## config.mk

```make
export PLATFORM = sky130hd
export DESIGN_NAME = smpte_bars
export DESIGN_NICKNAME = d
export VERILOG_FILES = /design/src/rtl/smpte_pkg.sv /design/src/rtl/sync_delay.sv /design/src/rtl/smpte_bars.sv
export SDC_FILE = /design/constraint.sdc
export NUM_CORES = 1
export LEC_CHECK = 0
export BUFFER_PORTS_ARGS = -buffer_cell sky130_fd_sc_hd__buf_2
export CAP_MARGIN = 20
export CORE_MARGIN = 10
export CORE_UTILIZATION = 55
export CTS_CLUSTER_SIZE = 16
export DETAILED_ROUTE_END_ITERATION = 8
export GPL_ROUTABILITY_DRIVEN = 0
export PLACE_DENSITY = 0.85
export SLEW_MARGIN = 15
export SYNTH_ARGS = -nofsm -noshare
export SYNTH_HDL_FRONTEND = slang
export SYNTH_SLANG_ARGS = --single-unit
```

## constraint.sdc

```tcl
create_clock -name CLK -period 6.85 [get_ports CLK]
set_input_delay 1.0275 -clock CLK [delete_from_list [all_inputs] [get_ports CLK]]
set_output_delay 1.0275 -clock CLK [all_outputs]
set_load 0.02 [all_outputs]
```

## src/rtl/smpte_pkg.sv

```systemverilog
// Shared geometry, colour levels and enum types for the colour-bar generator.
// Latency: n/a (types and constants only).
// Backpressure: n/a.
package smpte_pkg;

    localparam int H_ACTIVE    = 1920;
    localparam int V_ACTIVE    = 1080;
    localparam int PILLAR_W    = 240;
    localparam int BAR_W       = 206;
    localparam int ROW1_END    = 630;
    localparam int ROW2_END    = 720;
    localparam int ROW3_END    = 810;
    localparam int RAMP_STEP   = 45;
    localparam int MARKER_W    = 16;
    localparam int MARKER_STEP = 4;

    // Largest marker offset that still keeps the marker inside the bar region.
    localparam int MARKER_MAX  = H_ACTIVE - 2 * PILLAR_W - MARKER_W;

    localparam logic [7:0] LVL_ZERO     = 8'd0;
    localparam logic [7:0] LVL_75       = 8'd191;
    localparam logic [7:0] LVL_GREY     = 8'd102;
    localparam logic [7:0] LVL_FULL     = 8'd255;
    localparam logic [7:0] LVL_PLUGE_LO = 8'd10;
    localparam logic [7:0] LVL_PLUGE_HI = 8'd20;

    typedef struct packed {
        logic [7:0] r;
        logic [7:0] g;
        logic [7:0] b;
    } rgb_t;

    typedef enum logic [3:0] {
        SEG0, SEG1, SEG2, SEG3, SEG4, SEG5, SEG6, SEG7, SEG8
    } seg_t;

    typedef enum logic [1:0] {
        BAND1, BAND2, BAND3, BAND4
    } band_t;

    function automatic rgb_t mk_rgb(input logic [7:0] r, input logic [7:0] g, input logic [7:0] b);
        rgb_t c;
        c.r = r;
        c.g = g;
        c.b = b;
        return c;
    endfunction

endpackage

```

## src/rtl/sync_delay.sv

```systemverilog
// Generic N-stage delay line for a small bundle of control bits.
// Latency: exactly N clocks; each stage resets to RST_VAL.
// Backpressure: none, free-running every clock.
module sync_delay #(
    parameter int N = 2,
    parameter int W = 3,
    parameter logic [W-1:0] RST_VAL = '0
) (
    input  logic         clk,
    input  logic         rst_n,
    input  logic [W-1:0] din,
    output logic [W-1:0] dout
);

    logic [N-1:0][W-1:0] stage_q;
    logic [N-1:0][W-1:0] stage_d;

    // Shift the bundle one stage further along each clock.
    always_comb begin
        stage_d[0] = din;
        for (int i = 1; i < N; i++) begin
            stage_d[i] = stage_q[i-1];
        end
    end

    // Stage registers, cleared to the idle value on reset.
    always_ff @(posedge clk or negedge rst_n) begin
        if (!rst_n) begin
            stage_q <= {N{RST_VAL}};
        end else begin
            stage_q <= stage_d;
        end
    end

    assign dout = stage_q[N-1];

endmodule

```

## src/rtl/smpte_bars.sv

```systemverilog
// SMPTE-style colour bars (pillars, bars, ramp, PLUGE, moving marker) from 1080p timing.
// Latency: 2 clocks; stage 1 = seg/band/ramp/marker, stage 2 = colour lookup; syncs delayed to match.
// Backpressure: none, one pixel accepted and produced every clock.
module smpte_bars
    import smpte_pkg::*;
(
    input  logic        CLK,
    input  logic        RST_N,
    input  logic        HSYNC,
    input  logic        VSYNC,
    input  logic        ACTIVE,
    input  logic [12:0] h,
    input  logic [12:0] v,
    output logic [7:0]  R_O,
    output logic [7:0]  G_O,
    output logic [7:0]  B_O,
    output logic        HSYNC_O,
    output logic        VSYNC_O,
    output logic        DE_O
);

    localparam logic [12:0] H_SEG8 = 13'(H_ACTIVE - PILLAR_W);

    // Stage 1 state
    seg_t        seg_q, seg_d;
    logic [12:0] seg_cnt_q, seg_cnt_d;
    logic [15:0] acc_q, acc_d;
    logic [16:0] acc_sum;
    band_t       band_q, band_d;
    logic [7:0]  ramp_q, ramp_d;
    logic        marker_q, marker_d;
    logic        act_q, act_d;
    logic [12:0] marker_pos_q, marker_pos_d;
    logic [12:0] marker_next;
    logic [12:0] marker_lo;
    logic        vsync_prev_q, vsync_prev_d;

    // Stage 2 state
    rgb_t        lut;
    rgb_t        rgb_q, rgb_d;

    // Segment counter: realigns at h==0, forced to the right pillar, saturates at seg 8.
    always_comb begin
        seg_d     = seg_q;
        seg_cnt_d = seg_cnt_q;
        if (ACTIVE) begin
            if (h == 13'd0) begin
                seg_d     = SEG0;
                seg_cnt_d = 13'(PILLAR_W - 1);
            end else if (h == H_SEG8) begin
                seg_d     = SEG8;
                seg_cnt_d = 13'(PILLAR_W - 1);
            end else if (seg_cnt_q == 13'd0) begin
                if (seg_q != SEG8) begin
                    seg_d = seg_t'(seg_q + 4'd1);
                end
                seg_cnt_d = 13'(BAR_W - 1);
            end else begin
                seg_cnt_d = seg_cnt_q - 13'd1;
            end
        end
    end

    // Ramp accumulator: shows the value before this pixel's step, so the ramp starts at 0.
    always_comb begin
        acc_sum = {1'b0, acc_q} + 17'(RAMP_STEP);
        acc_d   = acc_q;
        ramp_d  = acc_q[15:8];
        if (ACTIVE) begin
            if (h == 13'd0) begin
                acc_d = 16'd0;
            end else if (seg_d != SEG0 && seg_d != SEG8) begin
                acc_d = acc_sum[16] ? 16'hFFFF : acc_sum[15:0];
            end
        end
    end

    // Band decode, marker hit test and marker advance on VSYNC falling edge.
    always_comb begin
        if (v < 13'(ROW1_END)) begin
            band_d = BAND1;
        end else if (v < 13'(ROW2_END)) begin
            band_d = BAND2;
        end else if (v < 13'(ROW3_END)) begin
            band_d = BAND3;
        end else begin
            band_d = BAND4;
        end

        act_d        = ACTIVE;
        vsync_prev_d = VSYNC;
        marker_lo    = 13'(PILLAR_W) + marker_pos_q;
        marker_d     = (h >= marker_lo) && (h < marker_lo + 13'(MARKER_W));

        marker_next  = marker_pos_q + 13'(MARKER_STEP);
        marker_pos_d = marker_pos_q;
        if (vsync_prev_q && !VSYNC) begin
            marker_pos_d = (marker_next > 13'(MARKER_MAX)) ? 13'd0 : marker_next;
        end
    end

    // Stage 1 registers.
    always_ff @(posedge CLK or negedge RST_N) begin
        if (!RST_N) begin
            seg_q        <= SEG0;
            seg_cnt_q    <= 13'(PILLAR_W - 1);
            acc_q        <= 16'd0;
            band_q       <= BAND1;
            ramp_q       <= 8'd0;
            marker_q     <= 1'b0;
            act_q        <= 1'b0;
            marker_pos_q <= 13'd0;
            vsync_prev_q <= 1'b1;
        end else begin
            seg_q        <= seg_d;
            seg_cnt_q    <= seg_cnt_d;
            acc_q        <= acc_d;
            band_q       <= band_d;
            ramp_q       <= ramp_d;
            marker_q     <= marker_d;
            act_q        <= act_d;
            marker_pos_q <= marker_pos_d;
            vsync_prev_q <= vsync_prev_d;
        end
    end

    // Colour lookup per band/segment; blanked whenever the pixel is outside active picture.
    always_comb begin
        lut = mk_rgb(LVL_ZERO, LVL_ZERO, LVL_ZERO);
        case (band_q)
            BAND1: begin
                case (seg_q)
                    SEG1:    lut = mk_rgb(LVL_75,   LVL_75,   LVL_75);
                    SEG2:    lut = mk_rgb(LVL_75,   LVL_75,   LVL_ZERO);
                    SEG3:    lut = mk_rgb(LVL_ZERO, LVL_75,   LVL_75);
                    SEG4:    lut = mk_rgb(LVL_ZERO, LVL_75,   LVL_ZERO);
                    SEG5:    lut = mk_rgb(LVL_75,   LVL_ZERO, LVL_75);
                    SEG6:    lut = mk_rgb(LVL_75,   LVL_ZERO, LVL_ZERO);
                    SEG7:    lut = mk_rgb(LVL_ZERO, LVL_ZERO, LVL_75);
                    default: lut = mk_rgb(LVL_GREY, LVL_GREY, LVL_GREY);
                endcase
            end
            BAND2: begin
                if (seg_q == SEG0) begin
                    lut = mk_rgb(LVL_ZERO, LVL_FULL, LVL_FULL);
                end else if (seg_q == SEG8) begin
                    lut = mk_rgb(LVL_ZERO, LVL_ZERO, LVL_FULL);
                end else begin
                    lut = mk_rgb(LVL_75, LVL_75, LVL_75);
                end
            end
            BAND3: begin
                if (seg_q == SEG0) begin
                    lut = mk_rgb(LVL_FULL, LVL_FULL, LVL_ZERO);
                end else if (seg_q == SEG8) begin
                    lut = mk_rgb(LVL_FULL, LVL_ZERO, LVL_ZERO);
                end else begin
                    lut = mk_rgb(ramp_q, ramp_q, ramp_q);
                end
            end
            default: begin
                if (marker_q) begin
                    lut = mk_rgb(LVL_FULL, LVL_FULL, LVL_FULL);
                end else if (seg_q == SEG5) begin
                    lut = mk_rgb(LVL_PLUGE_LO, LVL_PLUGE_LO, LVL_PLUGE_LO);
                end else if (seg_q == SEG6) begin
                    lut = mk_rgb(LVL_PLUGE_HI, LVL_PLUGE_HI, LVL_PLUGE_HI);
                end
            end
        endcase
        rgb_d = act_q ? lut : mk_rgb(LVL_ZERO, LVL_ZERO, LVL_ZERO);
    end

    // Stage 2 register: final RGB.
    always_ff @(posedge CLK or negedge RST_N) begin
        if (!RST_N) begin
            rgb_q <= mk_rgb(LVL_ZERO, LVL_ZERO, LVL_ZERO);
        end else begin
            rgb_q <= rgb_d;
        end
    end

    assign R_O = rgb_q.r;
    assign G_O = rgb_q.g;
    assign B_O = rgb_q.b;

    sync_delay #(
        .N       (2),
        .W       (3),
        .RST_VAL (3'b110)
    ) u_sync_delay (
        .clk   (CLK),
        .rst_n (RST_N),
        .din   ({HSYNC, VSYNC, ACTIVE}),
        .dout  ({HSYNC_O, VSYNC_O, DE_O})
    );

endmodule
```

==> results.yml <==
run_status:
  status: "finished clean"
yosys:
  synth_area_sq_um: 5160
  synth.distinct_cells: 62
  ys_seq_elements: 85
  yosysSeqAreaShare_pct: 41.5
  synthCells: 569
  synth.area.top_cells: "dfrtp_1 (36%), ha_1 (7.3%), dfstp_2 (5.6%), o21ai_0 (4.9%), a21oi_1 (4.5%)"
  yosysTopAreaCell: "dfrtp_1"
  synth_fp_nets: 630
  synthFlopType: "dfrtp_1"
  synth_area_per_cell_sq_um: 9.06
  synth_edf_count: 0
  async_flop_share_pct: 100
  synth_top_area_share_pct: 35.9
  synth_warnings: 0
power_and_ir_drop:
  vdd_drop_max_uv: 238
  p_per_area_nw_per_um2: 312
  p_leak_uw: 0.00260
detailed_routing:
  route.vias.total: 4633
  viasPerCell: 6.31
  routed_wl_um: 12200
  post-route-drc-count: 0
  routedWlPerCell_um: 16.6
  ant_nets: 0
  drtIter0Drc: 301
  drt-pass1-iter-count: 5
layout:
  stdcell_count: 734
  diodes: 0
  drive_above_1_share_pct: 15.6
  postLayoutCellArea_sq_um: 5740
  fin_nets: 679
  area_growth_pct: 11.3
sta:
  fmax_ghz: 0.249
  setup_violations: 0
  postLayoutSetupSlackWorst_ns: 2.83
  rsz0062_at_grt: "no"
  hold_viol: 0
  skew_ns: 0.0120
  tightest_slew_ns: 0.817
  maxSlewHeadroom_pct: 45.3
  fin_crit_sh_pct: 58.7
  finalMaxSlewViolations: 0
  hold_ws_ns: 0.365
  period_minus_slack_ns: 4.02
  final.setup.tns_ns: 0
grt:
  antenna_found_initial: 0
  grt.total_usage_pct: 18.3
  grt-ovfl-total: 0
  grt_max_degree: 86
  grt_first_pass_wirelength_um: 20600
  grt_pass1_vias: 4412
clock_tree:
  clock_latency_ns: 0.36
  cts_setup_buffers: 0
  htreeDepth: 3
  cts_tree: "yes"
  cts_buffers: 9
  path_clk_slew_ns: 0.09
  clock_sinks: 85
  cts.repair.resized: 0
  clockBufferDepth: 2
  cts_root_buf: "clkbuf_8"
  ctsHoldBuffers: 0
place:
  pre_cts_slack_ns: 2.55
  numPortBuffers: 56
  dp.cells: 716
  dp_hpwl_um: 8720
  placed_cell_area_sq_um: 5500
setup_path:
  worstPathArrival_ns: 4.22
  cp.required_ns: 7.06
  start_kind: "input pin"
  crit_path_max_fanout: 20
  setup.worst_path.end_class: "register"
  worstSetupPathType: "in2reg"
die:
  ioPinCount: 58
  fp-row-count: 35
  start_util_pct: 56.1
  die_x_um: 117
  die_h_um: 117
  core_area_sq_um: 9200
  die_area_sq_um: 13700
min_path:
  hp-class: "reg2reg"
run:
  cap_violations: 0
flip-flops by register name (all words and copies together), names as in the netlist, 4 cells and up:
register and cells:
acc_q 16, seg_cnt_q 13, marker_pos_q 11, R_O 8, ramp_q 8, seg_q 4
B_O 8, G_O 8
cells in the mapped netlist (all sizes together), types with 5 or more instances:
master	n
xnor2	16
a211oi	13
dfrtp	74
xor2	7
o21ai	54
o211ai	5
nor2	25
nor4	15
inv	30
or3	7
ha	30
nand2	52
nand4	11
nand3	15
o31ai	7
a21oi	46
a41oi	7
o311ai	6
o22ai	7
a21o	7
a31oi	6
clkbuf	20
nand2b	7
or4	5
and2	18
nor3	15
dfstp	11
final timing paths:
check / slack [ns] / depth (start not counted) / from / endpoint
setup / recovery: 2.83 / 7 / h[6] / acc_q[10]
hold / removal: 0.36 / 0 / u_sync_delay.stage_d[5] / u_sync_delay.dout[2]
setup reg to reg: 3.12 / 13 / marker_pos_q[4] / marker_q
hold reg to reg: 0.36 / 0 / u_sync_delay.stage_d[5] / u_sync_delay.dout[2]
max in group asynchronous: 5.61 / 2 / RST_N / u_sync_delay.dout[1]
min in group asynchronous: 0.58 / 1 / RST_N / B_O[0]
worst max-delay path: stages:
cell     delay (ns)
buf_2          0.12
nor4_1         0.65
nand4_1        0.80
o21ai_0        0.27
o21a_1         0.52
o31a_1         0.62
a22oi_1        0.21
cells in the final DEF (no fill, tap or decap), types with 15 or more instances in the layout:
master,netlist,final
nor3_1,15,15
a21oi_1,46,46
nand2_1,52,52
dfrtp_1,74,74
inv_1,30,30
ha_1,30,30
nor2_1,25,25
nand3_1,15,15
o21ai_0,51,51
and2_1,17,17
buf_2,0,55
xnor2_1,16,16
cell type report:
cell class / count / area [sq um]
fill: 770 / 3460
multi-input combinational: 433 / 2820
sequential: 85 / 2140
timing repair buffer: 59 / 323
tap: 111 / 139
clock buffer: 9 / 124
inverter: 30 / 113
clock inverter: 7 / 81.3
power by group:
group / internal [uW] / switching (uW) / leakage [uW] / total (uW)
registers: 607 / 102 / 0.00106 / 709
logic: 290 / 417 / 0.00143 / 707
clock network: 174 / 197 / 0.000106 / 371
total: 1070 / 715 / 0.00260 / 1790
cell families after synthesis:
logic type               after synthesis  share of synthesized area, %
AO/OA/AOI/OAI                        190                          23.8
AND/OR/NAND/NOR                      188                          19.3
flip-flops                            85                          41.5
buffers and inverters                 51                          3.86
adder cells (fa/ha/maj)               30                          7.28
XOR/XNOR                              23                          3.91
multiplexers                           2                         0.388
through the flow:
step                      utilization (%)  total power [uW]
after global placement               59.8              1360
after CTS                            62.0              1790
after global routing                 62.4              1930
after detailed placement             59.8              1410
final                                62.4              1790
after floorplan                         -              1230
per-layer routing:
layer	global-route usage (%)	wire, um	part of all wire, %	up-vias
li1	-	-	-	2220
met4	9.14	382	3.1	0
met5	0	0	0	-
met3	3.41	783	6.4	37
met1	22.1	5120	42	2189
met2	30.8	5900	48	187
No activity file was read; power rests on OpenSTA's default activity.
